`src/rtl/asi_pkg.sv`:
```
// Shared AXI slave-interface widths plus the user RAM arbiter's owner type.
package asi_pkg;

  localparam int unsigned AXI_AW     = 32;
  localparam int unsigned AXI_DW     = 32;
  localparam int unsigned AXI_WSTRBW = AXI_DW / 8;
  localparam int unsigned ARB_HOLD_W = 8;

  typedef enum logic {
    OWN_W = 1'b0,
    OWN_R = 1'b1
  } owner_e;

  function automatic owner_e other_side(owner_e o);
    return (o == OWN_W) ? OWN_R : OWN_W;
  endfunction

endpackage

```
`src/rtl/asi_ram_arb_if.sv`:
```
// User-side write/read beat ports and single-port RAM port of the RAM arbiter.
interface asi_ram_arb_if;
  import asi_pkg::*;

  logic                  w_req;
  logic [AXI_AW-1:0]     w_addr;
  logic [AXI_DW-1:0]     w_data;
  logic [AXI_WSTRBW-1:0] w_strb;
  logic                  w_last;
  logic                  w_gnt;

  logic                  r_req;
  logic [AXI_AW-1:0]     r_addr;
  logic                  r_last;
  logic                  r_gnt;
  logic [AXI_DW-1:0]     r_data;
  logic                  r_dvalid;

  logic                  ram_ce;
  logic                  ram_we;
  logic [AXI_AW-1:0]     ram_addr;
  logic [AXI_DW-1:0]     ram_wdata;
  logic [AXI_WSTRBW-1:0] ram_be;
  logic [AXI_DW-1:0]     ram_rdata;

  // Arbiter view.
  modport slave (
    input  w_req, w_addr, w_data, w_strb, w_last, r_req, r_addr, r_last, ram_rdata,
    output w_gnt, r_gnt, r_data, r_dvalid, ram_ce, ram_we, ram_addr, ram_wdata, ram_be
  );

  // Requester / RAM view.
  modport master (
    output w_req, w_addr, w_data, w_strb, w_last, r_req, r_addr, r_last, ram_rdata,
    input  w_gnt, r_gnt, r_data, r_dvalid, ram_ce, ram_we, ram_addr, ram_wdata, ram_be
  );

endinterface

```
`src/rtl/asi_arb_dly.sv`:
```
// Read-valid delay line matching the RAM read wait states; Depth=0 is a pass-through.
module asi_arb_dly #(
  parameter int unsigned Depth = 2
) (
  input  logic clk_i,
  input  logic rst_i,
  input  logic valid_i,
  output logic valid_o
);

  if (Depth == 0) begin : g_pass
    assign valid_o = valid_i;
  end else begin : g_dly
    logic [Depth-1:0] dly_q, dly_d;

    always_comb begin
      dly_d    = dly_q << 1;
      dly_d[0] = valid_i;
    end

    always_ff @(posedge clk_i) begin
      if (rst_i) begin
        dly_q <= '0;
      end else begin
        dly_q <= dly_d;
      end
    end

    assign valid_o = dly_q[Depth-1];
  end

endmodule

```
`src/rtl/asi_ram_arb.sv`:
```
// Arbitrates one single-port user RAM between a write and a read beat requester,
// holding a burst up to MAX_HOLD beats against a waiting peer, round-robin between bursts.
module asi_ram_arb
  import asi_pkg::*;
#(
  parameter int unsigned SLV_WS   = 2,
  parameter int unsigned MAX_HOLD = 16
) (
  input  logic         usr_clk,
  input  logic         usr_reset,
  asi_ram_arb_if.slave bus_io
);

  // One extra bit so a hold limit of 256 is representable.
  localparam int unsigned   HoldW   = ARB_HOLD_W + 1;
  localparam logic [HoldW-1:0] HoldMax = HoldW'(MAX_HOLD);

  logic             owner_lock_q, owner_lock_d;
  owner_e           lock_owner_q, lock_owner_d;
  owner_e           rr_next_q, rr_next_d;
  logic [HoldW-1:0] hold_q, hold_d;

  owner_e owner;
  logic   owner_vld;
  logic   other_req;
  logic   fair_cut;
  logic   w_gnt, r_gnt, any_gnt, beat_last;
  logic   r_dvalid_raw;

  always_comb begin
    owner     = rr_next_q;
    owner_vld = 1'b0;
    if (owner_lock_q) begin
      owner     = lock_owner_q;
      owner_vld = 1'b1;
    end else if (bus_io.w_req && bus_io.r_req) begin
      owner     = rr_next_q;
      owner_vld = 1'b1;
    end else if (bus_io.w_req) begin
      owner     = OWN_W;
      owner_vld = 1'b1;
    end else if (bus_io.r_req) begin
      owner     = OWN_R;
      owner_vld = 1'b1;
    end
  end

  assign other_req = (owner == OWN_W) ? bus_io.r_req : bus_io.w_req;
  // Limit reached with the peer waiting: spend one idle cycle to break the lock.
  assign fair_cut  = owner_lock_q && (hold_q == HoldMax) && other_req;

  assign w_gnt     = !usr_reset && owner_vld && !fair_cut && (owner == OWN_W) && bus_io.w_req;
  assign r_gnt     = !usr_reset && owner_vld && !fair_cut && (owner == OWN_R) && bus_io.r_req;
  assign any_gnt   = w_gnt || r_gnt;
  assign beat_last = w_gnt ? bus_io.w_last : bus_io.r_last;

  always_comb begin
    owner_lock_d = owner_lock_q;
    lock_owner_d = lock_owner_q;
    rr_next_d    = rr_next_q;
    hold_d       = hold_q;
    if (fair_cut) begin
      owner_lock_d = 1'b0;
      hold_d       = '0;
      rr_next_d    = other_side(lock_owner_q);
    end else if (any_gnt) begin
      if (beat_last) begin
        owner_lock_d = 1'b0;
        hold_d       = '0;
        rr_next_d    = other_side(owner);
      end else begin
        owner_lock_d = 1'b1;
        lock_owner_d = owner;
        if (hold_q != HoldMax) begin
          hold_d = hold_q + HoldW'(1);
        end
      end
    end
  end

  always_ff @(posedge usr_clk) begin
    if (usr_reset) begin
      owner_lock_q <= 1'b0;
      lock_owner_q <= OWN_W;
      rr_next_q    <= OWN_W;
      hold_q       <= '0;
    end else begin
      owner_lock_q <= owner_lock_d;
      lock_owner_q <= lock_owner_d;
      rr_next_q    <= rr_next_d;
      hold_q       <= hold_d;
    end
  end

  assign bus_io.w_gnt     = w_gnt;
  assign bus_io.r_gnt     = r_gnt;
  assign bus_io.ram_ce    = any_gnt;
  assign bus_io.ram_we    = w_gnt;
  assign bus_io.ram_addr  = r_gnt ? bus_io.r_addr : bus_io.w_addr;
  assign bus_io.ram_wdata = bus_io.w_data;
  assign bus_io.ram_be    = r_gnt ? '1 : bus_io.w_strb;

  asi_arb_dly #(
    .Depth(SLV_WS)
  ) u_dly (
    .clk_i  (usr_clk),
    .rst_i  (usr_reset),
    .valid_i(r_gnt),
    .valid_o(r_dvalid_raw)
  );

  assign bus_io.r_dvalid = r_dvalid_raw && !usr_reset;
  assign bus_io.r_data   = bus_io.ram_rdata;

endmodule

```
`src/flat_wrapper.sv`:
```
// flat-port wrapper written by rule: the top's interface ports become plain ports
module asi_ram_arb_flat import asi_pkg::*;
#(
  parameter int unsigned SLV_WS   = 2,
  parameter int unsigned MAX_HOLD = 16
)
  (usr_clk, usr_reset, bus_io_w_req, bus_io_w_addr, bus_io_w_data, bus_io_w_strb, bus_io_w_last, bus_io_r_req, bus_io_r_addr, bus_io_r_last, bus_io_ram_rdata, bus_io_w_gnt, bus_io_r_gnt, bus_io_r_data, bus_io_r_dvalid, bus_io_ram_ce, bus_io_ram_we, bus_io_ram_addr, bus_io_ram_wdata, bus_io_ram_be);
  asi_ram_arb_if bus_io_i ();
  input  logic usr_clk;
  input  logic usr_reset;
  input wire logic [$bits(bus_io_i.w_req)-1:0] bus_io_w_req;
  input wire logic [$bits(bus_io_i.w_addr)-1:0] bus_io_w_addr;
  input wire logic [$bits(bus_io_i.w_data)-1:0] bus_io_w_data;
  input wire logic [$bits(bus_io_i.w_strb)-1:0] bus_io_w_strb;
  input wire logic [$bits(bus_io_i.w_last)-1:0] bus_io_w_last;
  input wire logic [$bits(bus_io_i.r_req)-1:0] bus_io_r_req;
  input wire logic [$bits(bus_io_i.r_addr)-1:0] bus_io_r_addr;
  input wire logic [$bits(bus_io_i.r_last)-1:0] bus_io_r_last;
  input wire logic [$bits(bus_io_i.ram_rdata)-1:0] bus_io_ram_rdata;
  output wire logic [$bits(bus_io_i.w_gnt)-1:0] bus_io_w_gnt;
  output wire logic [$bits(bus_io_i.r_gnt)-1:0] bus_io_r_gnt;
  output wire logic [$bits(bus_io_i.r_data)-1:0] bus_io_r_data;
  output wire logic [$bits(bus_io_i.r_dvalid)-1:0] bus_io_r_dvalid;
  output wire logic [$bits(bus_io_i.ram_ce)-1:0] bus_io_ram_ce;
  output wire logic [$bits(bus_io_i.ram_we)-1:0] bus_io_ram_we;
  output wire logic [$bits(bus_io_i.ram_addr)-1:0] bus_io_ram_addr;
  output wire logic [$bits(bus_io_i.ram_wdata)-1:0] bus_io_ram_wdata;
  output wire logic [$bits(bus_io_i.ram_be)-1:0] bus_io_ram_be;
  assign bus_io_i.w_req = bus_io_w_req;
  assign bus_io_i.w_addr = bus_io_w_addr;
  assign bus_io_i.w_data = bus_io_w_data;
  assign bus_io_i.w_strb = bus_io_w_strb;
  assign bus_io_i.w_last = bus_io_w_last;
  assign bus_io_i.r_req = bus_io_r_req;
  assign bus_io_i.r_addr = bus_io_r_addr;
  assign bus_io_i.r_last = bus_io_r_last;
  assign bus_io_i.ram_rdata = bus_io_ram_rdata;
  assign bus_io_w_gnt = bus_io_i.w_gnt;
  assign bus_io_r_gnt = bus_io_i.r_gnt;
  assign bus_io_r_data = bus_io_i.r_data;
  assign bus_io_r_dvalid = bus_io_i.r_dvalid;
  assign bus_io_ram_ce = bus_io_i.ram_ce;
  assign bus_io_ram_we = bus_io_i.ram_we;
  assign bus_io_ram_addr = bus_io_i.ram_addr;
  assign bus_io_ram_wdata = bus_io_i.ram_wdata;
  assign bus_io_ram_be = bus_io_i.ram_be;
  asi_ram_arb #(.SLV_WS(SLV_WS), .MAX_HOLD(MAX_HOLD)) u_core (.usr_clk(usr_clk), .usr_reset(usr_reset), .bus_io(bus_io_i));
endmodule
```
`config.mk`:
```
export PLATFORM = sky130hd
export DESIGN_NAME = asi_ram_arb_flat
export DESIGN_NICKNAME = d
export VERILOG_FILES = /design/src/rtl/asi_pkg.sv /design/src/rtl/asi_ram_arb_if.sv /design/src/rtl/asi_arb_dly.sv /design/src/rtl/asi_ram_arb.sv /design/src/flat_wrapper.sv
export SDC_FILE = /design/constraint.sdc
export NUM_CORES = 1
export LEC_CHECK = 0
export CAP_MARGIN = 20
export CELL_PAD_IN_SITES_DETAIL_PLACEMENT = 0
export CELL_PAD_IN_SITES_GLOBAL_PLACEMENT = 1
export CORE_UTILIZATION = 16
export CTS_CLUSTER_DIAMETER = 40
export DETAILED_ROUTE_END_ITERATION = 8
export PLACE_DENSITY_LB_ADDON = 0.1
export SETUP_SLACK_MARGIN = 0.4
export SLEW_MARGIN = 20
export SYNTH_ARGS = -nofsm -noshare
export SYNTH_HDL_FRONTEND = slang
export SYNTH_HIERARCHICAL = 1
export SYNTH_SLANG_ARGS = --single-unit
```
`constraint.sdc`:
```
create_clock -name usr_clk -period 6.1 [get_ports usr_clk]
set_clock_uncertainty 0.1 [all_clocks]
set_input_delay 0.61 -clock usr_clk [delete_from_list [all_inputs] [get_ports usr_clk]]
set_output_delay 0.61 -clock usr_clk [all_outputs]
set_load 0.02 [all_outputs]
```
==> impl_results.md <==
* CTS clk-pin slew, worst paths at 60 ps
* Netlist cell types at 38
* Drt drc at 0
* MaxCap Viol Count at 0
* HPWL after detailed placement at 4780 um
* CTS tree: done
* First-pass GRT wire length at 9000 um
* Initial core utilization at 16.7%
* Largest family of logic cells by synthesized area: buffers and inverters
* Leakage Power at 0.872 nW
* Slew headroom at 33.6%
* Synth Area in Simple Gates at 19.9%
* Worst Hold Path Cells at 1
* Cts repair resizes at 0
* Post-CTS Setup Repair Bufs at 0
* Vias in the first global route at 1663
* Worst EP required at 5390 ps
* Mapped Nets at 345
* Multiplexer share of the synthesized area at 22.5%
* Fin. Hold Viols at 0
* Layout Utilization at 24.6%
* Total Power at 356 uW
* Share of layout cells above drive strength 1 at 19.8%
* Final Setup Violations at 0
* Mapped Cells at 205
* Placer Congestion at 0.673
* Vias per Instance at 4.01
* Hold_buf cts at 0
* DRT iter0 DRCs at 48
* Min-Delay Path Class: reg -> reg
* Fillers at 1154
* Antenna cells at 0
* Clock root cell: clkbuf_8
* Slew @ Worst Pin at 993 ps
* Die span in x at 106 um
* # IOs at 243
* RSZ-0062 raised after global routing: false
* Max stage delay cell, worst path: nor2_4
* Wirelength per Cell at 15.0 um
* Port Buffer Count at 114
* Total grt overflow at 0
* TritonCTS Buffers at 3
* Post-synthesis xor/xnor area fraction at 0%
* H-tree depth at 1
* Worst R2R Path Depth at 7
* Nets at 394
* Pwr Density at 139 mW/mm^2
* Clk buf depth at 2
* Top-area cell type share of the netlist area at 28.0%
* Peak VDD IR at 0.0558 mV
* Period utilization at 70.3%
* CP Launch Type: input port
* Crit-path max FO at 38
* Num rows at 37
* Adder-Cell Fraction of Synth Area at 1.44%
* Crit-path cells: clkdlybuf4s50_1 -> mux2_2 -> nand4_1 -> nand2b_2 -> nor2_4 -> mux2_2 -> clkdlybuf4s50_1
* Hold slack at 335 ps
* Mapped Avg Cell Area at 8.50 um^2
* Critical path class: in -> out
* Post-synthesis sequential area ratio at 16.1%
* YS warnings at 6
* Synth Area in Compound Gates at 9.05%
* Shortest period the worst path allows at 4290 ps
* Final wirelength at 5830 um
* Die Footprint at 0.0113 mm^2
* Yosys top cell by area: buf_4
* Via count at 1557
* Main area contributors after synthesis: buf_4 28%, mux2_2 21%, dfxtp_1 16%, nand2_1 2.2%, a21oi_1 2.0%
* All-Layer GR Usage at 10.3%
* Slowest stage delay, CP at 780 ps
* Core Footprint at 0.0104 mm^2
* P&R area growth vs syn at 47.3%
* Initial antenna violation count at 0
* Outcome: complete, no violations
* Clk sinks at 14
* TritonRoute pass-1 iters at 6
* Mapped Area at 0.00174 mm^2
* Worst path arrival time at 3580 ps
* Fin. max-slew vios at 0
* Worst setup EP type: output pin
* Largest net degree at the start of global routing at 39
* Synthesized flop and latch total at 14
* Setup TNS at 0 ps
* Fmax at 233 MHz
* Antenna-violating nets left at 0
* Skew-Pair Late Insertion Delay at 240 ps
* DIE HEIGHT at 106 um
power breakdown:
group	total (mW)	leakage, nW	switching, mW	internal, mW
registers	0.0982	0.114	0.00365	0.0946
clock network	0.0780	0.0216	0.0343	0.0437
logic	0.180	0.736	0.0736	0.106
routing by layer:
layer	GRT usage (%)	up-vias	part of all wire, %
met5	0	-	0
met4	2.08	0	0.75
met3	6.56	6	13
met2	17.7	83	49
met1	10.6	723	37
li1	-	745	-
cell usage after synthesis, drive strengths merged:
| cell type | instances |
|---|---|
| nand4 | 3 |
| mux2i | 2 |
| clkbuf | 2 |
| nor2b | 5 |
| a211oi | 1 |
| o31ai | 1 |
| o21a | 1 |
| a22oi | 1 |
| mux2 | 33 |
| or2 | 5 |
| nand3b | 1 |
| o32ai | 3 |
| o211ai | 3 |
| nand2 | 10 |
| or2b | 1 |
| and2 | 2 |
| a21oi | 7 |
| a211o | 1 |
| inv | 3 |
| nor4b | 2 |
| buf | 68 |
| or3 | 3 |
| nor3 | 5 |
| and3b | 1 |
| nand2b | 2 |
| nor2 | 9 |
| nand3 | 7 |
| dfxtp | 14 |
| or3b | 1 |
| nand4b | 1 |
| o21ai | 3 |
| nor3b | 1 |
| ha | 2 |
| a21bo | 1 |
state kept, by name (all words and copies together), names as in the netlist:
signal	cells
u_core/owner_lock_q	1
u_core/u_dly/g_dly.dly_q	2
u_core/rr_next_q	1
u_core/hold_q	9
u_core/lock_owner_q	1
critical path, delay by kind of cell:
| kind | cells | cell delay, ps |
|---|---|---|
| buffers and inverters | 2 | 1100 |
| and+or+nand+nor | 3 | 1100 |
| muxes | 2 | 740 |
worst paths after layout:
kind	startpoint	endpoint	slack, ps
max	bus_io_r_req	bus_io_ram_addr[26]	1810
min reg2reg	u_core/u_dly/g_dly.dly_q[0]	u_core/u_dly/g_dly.dly_q[1]	340
min	u_core/u_dly/g_dly.dly_q[0]	u_core/u_dly/g_dly.dly_q[1]	340
max reg2reg	u_core/hold_q[0]	u_core/hold_q[8]	3730
per-stage QoR:
stage	std cells	setup WS [ps]	instance area (um^2)
2_1_floorplan	205	3430	1740
3_3_place_gp	385	1730	2520
3_5_place_dp	385	1750	2520
4_1_cts	388	1730	2560
5_1_grt	388	1550	2560
6_report	388	1810	2560
cell usage in the layout (no fill, tap or decap), types with 5 or more instances in the layout:
cell	n
clkdlybuf4s50_1	114
nor2_1	8
or2_2	5
a21oi_1	7
nand3_1	7
nor3_1	5
dfxtp_1	14
nor2b_1	5
nand2_1	10
mux2_2	33
cell type report:
type                    count  area [um^2]  share of cell area, %
repair buffers            114         1140                   44.5
well taps                 136          170                   6.63
flip-flops and latches     14          280                   10.9
clock buffers               3         41.3                   1.61
inverters                   3         11.3                  0.439
multi-input cells         118          921                   35.9
kinds of logic after synthesis:
family | after synthesis
buf+inv | 73
fa+ha+maj | 2
flops | 14
simple gates | 59
mux | 35
compound gates | 22
No activity file was read; power rests on OpenSTA's default activity.
